`src/rtl/fetch_stage_if.sv`:
```
// fetch_stage_if
// Bundles the fetch stage's control, instruction-memory and IF/ID signals.
//   slave  modport : used by fetch_stage (receives Stall/Flush/Branch/
//                    BranchTarget/ImemData, drives ImemAddr and IF/ID outputs)
//   master modport : used by the surrounding core or a bench
// Optional macro FETCH_CNT_EN adds the FetchCount signal.
interface fetch_stage_if;
  logic        Stall;
  logic        Flush;
  logic        Branch;
  logic [31:0] BranchTarget;
  logic [31:0] ImemAddr;
  logic [31:0] ImemData;
  logic [31:0] InstrOut;
  logic [5:0]  OpCode;
  logic [31:0] PCPlus4Out;
  logic        ValidOut;
`ifdef FETCH_CNT_EN
  logic [31:0] FetchCount;
`endif

  modport slave (
    input  Stall, Flush, Branch, BranchTarget, ImemData,
    output ImemAddr, InstrOut, OpCode, PCPlus4Out, ValidOut
`ifdef FETCH_CNT_EN
    , output FetchCount
`endif
  );

  modport master (
    output Stall, Flush, Branch, BranchTarget, ImemData,
    input  ImemAddr, InstrOut, OpCode, PCPlus4Out, ValidOut
`ifdef FETCH_CNT_EN
    , input FetchCount
`endif
  );
endinterface

```
`src/rtl/fetch_stage.sv`:
```
// fetch_stage
// Instruction fetch stage: holds the PC, presents it to an asynchronous-read
// instruction memory and registers the fetched word into the IF/ID register.
// Ports:
//   Clk      : rising-edge clock
//   Rst      : synchronous active-low reset
//   bus      : fetch_stage_if.slave (Stall, Flush, Branch, BranchTarget,
//              ImemData in; ImemAddr, InstrOut, OpCode, PCPlus4Out,
//              ValidOut [, FetchCount] out)
//   StateOut : debug view of the BOOT/RUN/HOLD state
// Optional macro FETCH_CNT_EN: adds a 32-bit counter of instructions accepted
// into IF/ID, driven on bus.FetchCount.
//
// Control priority on every non-reset edge: Branch > Flush > Stall > advance.
// The state does not change the rules; it only records whether a stall is in
// progress (HOLD) and marks the first cycle after reset (BOOT).
module fetch_stage #(
  parameter logic [31:0] RESET_PC = 32'h0000_0000,
  parameter logic [31:0] NOP_WORD = 32'h0000_0000
) (
  input  logic          Clk,
  input  logic          Rst,
  fetch_stage_if.slave  bus,
  output logic [1:0]    StateOut
);

  typedef enum logic [1:0] {
    BOOT = 2'd0,
    RUN  = 2'd1,
    HOLD = 2'd2
  } state_t;

  state_t      state_q, state_d;
  logic [31:0] pc_q, pc_d;
  logic [31:0] instr_q, instr_d;
  logic [31:0] pc4_q, pc4_d;
  logic        valid_q, valid_d;
  logic [31:0] pc_plus4;
  logic        capture;

  // Modulo-2^32 add: 32'hFFFF_FFFC wraps to zero silently.
  assign pc_plus4 = pc_q + 32'd4;

  always_comb begin
    state_d = state_q;
    pc_d    = pc_q;
    instr_d = instr_q;
    pc4_d   = pc4_q;
    valid_d = valid_q;
    capture = 1'b0;
    if (bus.Branch) begin
      // Redirect wins over Flush and Stall; IF/ID gets a bubble.
      pc_d    = bus.BranchTarget & ~32'd3;
      instr_d = NOP_WORD;
      pc4_d   = 32'd0;
      valid_d = 1'b0;
      state_d = RUN;
    end else if (bus.Flush) begin
      instr_d = NOP_WORD;
      pc4_d   = 32'd0;
      valid_d = 1'b0;
      if (bus.Stall) begin
        state_d = HOLD;
      end else begin
        pc_d    = pc_plus4;
        state_d = RUN;
      end
    end else if (bus.Stall) begin
      state_d = HOLD;
    end else begin
      capture = 1'b1;
      pc_d    = pc_plus4;
      instr_d = bus.ImemData;
      pc4_d   = pc_plus4;
      valid_d = 1'b1;
      state_d = RUN;
    end
  end

  always_ff @(posedge Clk) begin
    if (!Rst) begin
      state_q <= BOOT;
      pc_q    <= RESET_PC;
      instr_q <= NOP_WORD;
      pc4_q   <= 32'd0;
      valid_q <= 1'b0;
    end else begin
      state_q <= state_d;
      pc_q    <= pc_d;
      instr_q <= instr_d;
      pc4_q   <= pc4_d;
      valid_q <= valid_d;
    end
  end

`ifdef FETCH_CNT_EN
  logic [31:0] fcnt_q, fcnt_d;

  assign fcnt_d = capture ? fcnt_q + 32'd1 : fcnt_q;

  always_ff @(posedge Clk) begin
    if (!Rst) begin
      fcnt_q <= 32'd0;
    end else begin
      fcnt_q <= fcnt_d;
    end
  end

  assign bus.FetchCount = fcnt_q;
`else
  logic capture_unused;
  assign capture_unused = capture;
`endif

  assign bus.ImemAddr   = pc_q;
  assign bus.InstrOut   = instr_q;
  assign bus.OpCode     = instr_q[31:26];
  assign bus.PCPlus4Out = pc4_q;
  assign bus.ValidOut   = valid_q;
  assign StateOut       = state_q;

endmodule

```
`src/flat_wrapper.sv`:
```
// flat-port wrapper written by rule: the top's interface ports become plain ports
module fetch_stage_flat 
#(
  parameter logic [31:0] RESET_PC = 32'h0000_0000,
  parameter logic [31:0] NOP_WORD = 32'h0000_0000
)
  (Clk, Rst, StateOut, bus_Stall, bus_Flush, bus_Branch, bus_BranchTarget, bus_ImemData, bus_ImemAddr, bus_InstrOut, bus_OpCode, bus_PCPlus4Out, bus_ValidOut);
  fetch_stage_if bus_i ();
  input  logic Clk;
  input  logic Rst;
  output logic [1:0] StateOut;
  input wire logic [$bits(bus_i.Stall)-1:0] bus_Stall;
  input wire logic [$bits(bus_i.Flush)-1:0] bus_Flush;
  input wire logic [$bits(bus_i.Branch)-1:0] bus_Branch;
  input wire logic [$bits(bus_i.BranchTarget)-1:0] bus_BranchTarget;
  input wire logic [$bits(bus_i.ImemData)-1:0] bus_ImemData;
  output wire logic [$bits(bus_i.ImemAddr)-1:0] bus_ImemAddr;
  output wire logic [$bits(bus_i.InstrOut)-1:0] bus_InstrOut;
  output wire logic [$bits(bus_i.OpCode)-1:0] bus_OpCode;
  output wire logic [$bits(bus_i.PCPlus4Out)-1:0] bus_PCPlus4Out;
  output wire logic [$bits(bus_i.ValidOut)-1:0] bus_ValidOut;
  assign bus_i.Stall = bus_Stall;
  assign bus_i.Flush = bus_Flush;
  assign bus_i.Branch = bus_Branch;
  assign bus_i.BranchTarget = bus_BranchTarget;
  assign bus_i.ImemData = bus_ImemData;
  assign bus_ImemAddr = bus_i.ImemAddr;
  assign bus_InstrOut = bus_i.InstrOut;
  assign bus_OpCode = bus_i.OpCode;
  assign bus_PCPlus4Out = bus_i.PCPlus4Out;
  assign bus_ValidOut = bus_i.ValidOut;
  fetch_stage #(.RESET_PC(RESET_PC), .NOP_WORD(NOP_WORD)) u_core (.Clk(Clk), .Rst(Rst), .bus(bus_i), .StateOut(StateOut));
endmodule
```
`config.mk`:
```
export PLATFORM = sky130hd
export DESIGN_NAME = fetch_stage_flat
export DESIGN_NICKNAME = d
export VERILOG_FILES = /design/src/rtl/fetch_stage_if.sv /design/src/rtl/fetch_stage.sv /design/src/flat_wrapper.sv
export SDC_FILE = /design/constraint.sdc
export NUM_CORES = 1
export LEC_CHECK = 0
export BUFFER_PORTS_ARGS = -buffer_cell sky130_fd_sc_hd__buf_2
export CAP_MARGIN = 10
export CORE_ASPECT_RATIO = 1.1
export CORE_MARGIN = 1.5
export CORE_UTILIZATION = 49
export CTS_CLUSTER_SIZE = 20
export DETAILED_ROUTE_END_ITERATION = 16
export GPL_TIMING_DRIVEN = 1
export PLACE_DENSITY_LB_ADDON = 0.15
export SLEW_MARGIN = 20
export SYNTH_ARGS = -nofsm -noshare
export SYNTH_HDL_FRONTEND = slang
export SYNTH_SLANG_ARGS = --single-unit
```
`constraint.sdc`:
```
create_clock -name Clk -period 2.45 [get_ports Clk]
set_clock_uncertainty 0.05 [all_clocks]
set_input_delay 0.1225 -clock Clk [delete_from_list [all_inputs] [get_ports Clk]]
set_output_delay 0.1225 -clock Clk [all_outputs]
set_load 0.03 [all_outputs]
```
## After elaboration in Yosys (flattened, before gate mapping)

Cells that the tools add are included.
W data, S select, Z words.

- Register bits after elaboration: 99
- Input port bits: 69
- Output and inout port bits: 105
- Word-level logic and storage cells: 16

- Add/sub/neg operators: 1
- Eq/ne operators: 1
- Multiplexer cells: 4
- Bitwise gates (word level): 1
- Reduce and logical (&&, ||, !) cells: 2

Operator list:

| operator | count |
|---|---|
| $mux W32 | 2 |
| $add A32 B3 Y32 const B | 1 |
| $reduce_or A3 Y1 | 1 |
| $mux W2 | 1 |
| $ne A2 B1 Y1 const B | 1 |
| $reduce_or A2 Y1 | 1 |
| $mux W1 | 1 |
| $not A1 Y1 | 1 |

## Depth between registers and ports, before layout

- Depth after elaboration: 3
- Gate-level depth with buffers: 7

## Worst setup path after synthesis

No wires, ideal clock.

- Path kind: register -> register
- Start point: reg u_core.pc_q[2] (netlist: u_core.bus.ImemAddr[2])
- End point: reg u_core.pc4_q[30] (netlist: u_core.bus.PCPlus4Out[30])
- Setup time: 0.115 ns
- Arrival time: 2.143 ns
- Data required time: 2.285 ns
- Path slack: 0.142 ns
- Stages on the path, launching flop included: 7
- Path buffers: 0
- Clock period less this slack: 2.308 ns
- Cell sequence: dfxtp_1 > ha_1 > nand3_1 > or4_4 > nor4_1 > xor2_1 > o21a_1

- Longest elaborated chain between the ends: 1

Ends and longest elaborated chain:

| what | line | text |
|---|---|---|
| from (decl) | fetch_stage.sv:34 | `logic [31:0] pc_q, pc_d;` |
| from (signal assigned) | fetch_stage.sv:89 | `pc_q <= pc_d;` |
| $add A32 B3 Y32 | fetch_stage.sv:42 | `assign pc_plus4 = pc_q + 32'd4;` |
| to (signal assigned) | fetch_stage.sv:91 | `pc4_q <= pc4_d;` |
| to (decl) | fetch_stage.sv:36 | `logic [31:0] pc4_q, pc4_d;` |

No other way between the ends.
A chain may end at the register's enable or synchronous reset.

## Worst setup path after layout

- Start point: reg u_core.pc_q[7] (netlist: u_core.bus.ImemAddr[7])
- End point: reg u_core.pc_q[25] (netlist: u_core.bus.ImemAddr[25])

- Longest elaborated chain between the ends: 3

Ends and longest elaborated chain:

| what | line | text |
|---|---|---|
| $add A32 B3 Y32 | fetch_stage.sv:42 |  |
| $mux W32 | fetch_stage.sv:62, fetch_stage.sv:68 |  |
| $mux W32 | fetch_stage.sv:51 | `if (bus.Branch) begin` |

No other way between the ends. The select of a mux whose other input is x is not followed.

==> out/metrics.cfg <==
[status]
outcome=completed

[worst_setup_path]
crit_chain=nand4b_1 -> or4_1 -> nor3_1 -> xnor2_1 -> a21oi_1
crit_family=simple AND/OR/NAND/NOR gates
slowest_delay_ns=0.79
crit_type=flop to flop
cp_max_fo=9
regToRegSetupSlack_ns=0.24
timing.rr.end=u_core.bus.ImemAddr[25]$_SDFFE_PN0P_
crit_arrival_ns=2.38
cp_data_required_time_ns=2.62
crit_path_end_kind=flop
rr_startpoint=u_core.bus.ImemAddr[7]$_SDFFE_PN0P_
ff2ff_path_depth=5
cp_num_buf_inv=0
start_kind=flop
cpMaxStageDelayCell=or4_1

[power_and_ir_drop]
power.leakage_nw=2.82
pwr_density_cell_nw_per_um2=532
peakVddDrop_mv=0.279

[cts]
h-tree-depth=3
cts_tree=yes
cts_sinks=95
cts_made_buffers=9
cts_resized=0
clk_latency_ns=0.36
cts.reportedPaths.clkPinSlew_ns=0.09
clockBufferDepth=2
ctsRootBufferMaster=clkbuf_8

[routing]
route.vias.total=4227
routed_wl_mm=12.0
wl_per_cell_um=14.3
drtPass1Iterations=4
drc_errors=0
vias_per_cell=5.04
drt_iter0_markers=105
drtAntennaViolNets=0

[global_routing]
grt_overflow=0
gr-usage-all-layers=0.244
grt_max_degree=51
first_global_vias=3816
antenna_found_initial=0
grt_pass1_wl_mm=18.5

[timing]
max_freq_mhz=452
rsz0062_at_grt=no
period_minus_slack_ns=2.21
hold_slack_ns=0.0254
slew_viol_final=0
maxSlewHeadroom=0.527
hold_viol=0
setup_viol=0
fin_setup_tns_ns=0
tightest_slew_ns=0.709
fin_crit_sh=0.902

[place]
numPortBuffers=167
placed_cells=771
dp_hpwl_mm=8.26
gp_congestion=0.857

[die]
row_count=36
core_um2=8870
die-area_um2=9740
die_x_um=94.3
die_h_um=103
initial_core_util=0.506
ios=174

[finish]
antennaDiodeCount=0
drive_above_1_share=0.290
area_growth_pct=35.6
stdcell_count=838
layout.nets=789

[yosys]
synth-seq-area-share=0.424
synth.most_common_cell=dfxtp_1
netlist_instances=518
synthTopCellsByCount=dfxtp_1, nor2_1, mux2i_1, a21oi_1, xnor2_1
yosys_warnings=0
ys.flop_type=dfxtp_1
synth_cell_type_count=38
synth_area_leader_cell=dfxtp_1
syn_area_per_cell_um2=8.66
ys_seq_elements=95
synth_top_area_share=0.424
async_flop_share=0
synth_edf_count=0
syn_area_um2=4490
synth.area.top_cells=dfxtp_1, mux2i_1, xnor2_1

[min_path]
hold_start=bus_BranchTarget[3]
min_to=u_core.bus.ImemAddr[3]$_SDFFE_PN0P_
hp-class=primary input to flop
whs_path_depth=3

[flow_run]
max-cap-violations=0

==> layout make-up <==
class	instances	area, um2
fillers	734	2790
multi-input cells	355	2280
flip-flops and latches	95	1900
repair buffers	238	1500
clock buffers	12	145
well taps	114	143
inverters	20	75.1
clock inverters	4	45.0
==> repair_timing <==
item / CTS / global route
hold buffers: 51 / 0
hold endpoints to repair: 51 / 0
setup endpoints to repair: 0 / 0
setup buffers: 0 / 0
==> state kept, by name, summed over array words and instances (netlist names) <==
| signal | cells |
|---|---|
| u_core.bus.InstrOut | 32 |
| u_core.bus.ImemAddr | 30 |
| u_core.bus.PCPlus4Out | 30 |
| u_core.StateOut | 2 |
| u_core.bus.ValidOut | 1 |
==> cell usage in the layout, fill, tap and decap left out, types with 2 or more instances in the layout <==
| master | n |
|---|---|
| clkbuf_8 | 10 |
| and4_1 | 2 |
| nand2_1 | 21 |
| nor2_1 | 67 |
| and2_1 | 5 |
| clkinv_2 | 3 |
| nand4b_1 | 2 |
| xnor2_1 | 30 |
| mux2i_1 | 44 |
| nor4_4 | 2 |
| nor4_1 | 8 |
| or4_1 | 2 |
| buf_2 | 166 |
| buf_4 | 21 |
| nor2b_1 | 2 |
| or2_2 | 3 |
| a21oi_1 | 41 |
| o21ai_0 | 28 |
| xor2_1 | 24 |
| o21a_1 | 13 |
| nand3_1 | 5 |
| a221oi_1 | 2 |
| inv_1 | 20 |
| dfxtp_1 | 95 |
| nor3_1 | 24 |
| clkbuf_1 | 2 |
| nand4_1 | 11 |
| conb_1 | 4 |
| or3_1 | 2 |
| o211a_1 | 2 |
| dlygate4sd3_1 | 51 |
| nand2b_1 | 3 |
==> tightest hold or removal path: stages <==
cell and delay, ns:
buf_2 0.10, o21ai_0 0.08, a21oi_1 0.10
==> through the flow <==
| step | cell area, um2 | util | setup slack [ns] | total power [mW] |
|---|---|---|---|---|
| floorplan | 4500 | - | 0.142 | 2.02 |
| global placement | 5390 | 0.607 | 0.321 | 2.18 |
| detailed placement | 5390 | 0.607 | 0.275 | 2.19 |
| CTS | 6090 | 0.686 | 0.247 | 3.27 |
| global route | 6090 | 0.686 | 0.0404 | 3.38 |
| finish | 6090 | 0.686 | 0.239 | 3.24 |
==> worst max path at each step <==
| stage | to | slack, ns | start | cells past startpoint |
|---|---|---|---|---|
| 2_1_floorplan | u_core.bus.PCPlus4Out[30]$_SDFFE_PP0N_ | 0.14 | u_core.bus.ImemAddr[2]$_SDFFE_PN0P_ | 6 |
| 3_3_place_gp | u_core.bus.PCPlus4Out[31]$_SDFFE_PP0N_ | 0.32 | u_core.bus.ImemAddr[7]$_SDFFE_PN0P_ | 5 |
| 4_1_cts | u_core.bus.PCPlus4Out[23]$_SDFFE_PP0N_ | 0.25 | u_core.bus.ImemAddr[7]$_SDFFE_PN0P_ | 5 |
| 6_report | u_core.bus.ImemAddr[25]$_SDFFE_PN0P_ | 0.24 | u_core.bus.ImemAddr[7]$_SDFFE_PN0P_ | 5 |
| 5_1_grt | u_core.bus.PCPlus4Out[29]$_SDFFE_PP0N_ | 0.04 | u_core.bus.ImemAddr[7]$_SDFFE_PN0P_ | 5 |
| 3_5_place_dp | u_core.bus.PCPlus4Out[30]$_SDFFE_PP0N_ | 0.28 | u_core.bus.ImemAddr[3]$_SDFFE_PN0P_ | 6 |
==> kinds of logic (layout without fill, tap and decap cells) <==
family                     count (synthesis)  after routing  share of synthesized area
AOI/OAI and AO/OA                         87             87                      0.109
DFF                                       95             95                      0.424
muxes                                     44             44                     0.0981
and+or+nand+nor                          165            165                      0.188
adders and majority gates                  1              1                    0.00279
xor gates and xnor gates                  54             54                      0.105
buffers and inverters                     71            274                     0.0725
other                                      1              4                   0.000836
==> metal layers <==
| layer | wire [um] | track usage |
|---|---|---|
| met2 | 5650 | 0.411 |
| met5 | 0 | 0 |
| met4 | 255 | 0.110 |
| met3 | 723 | 0.0417 |
| met1 | 5390 | 0.306 |
==> where the power goes <==
part | internal (mW) | switching [mW]
clock network | 0.496 | 0.520
logic | 0.241 | 0.321
registers | 1.60 | 0.0630
total | 2.33 | 0.903
(Power assumes the default switching activity.)
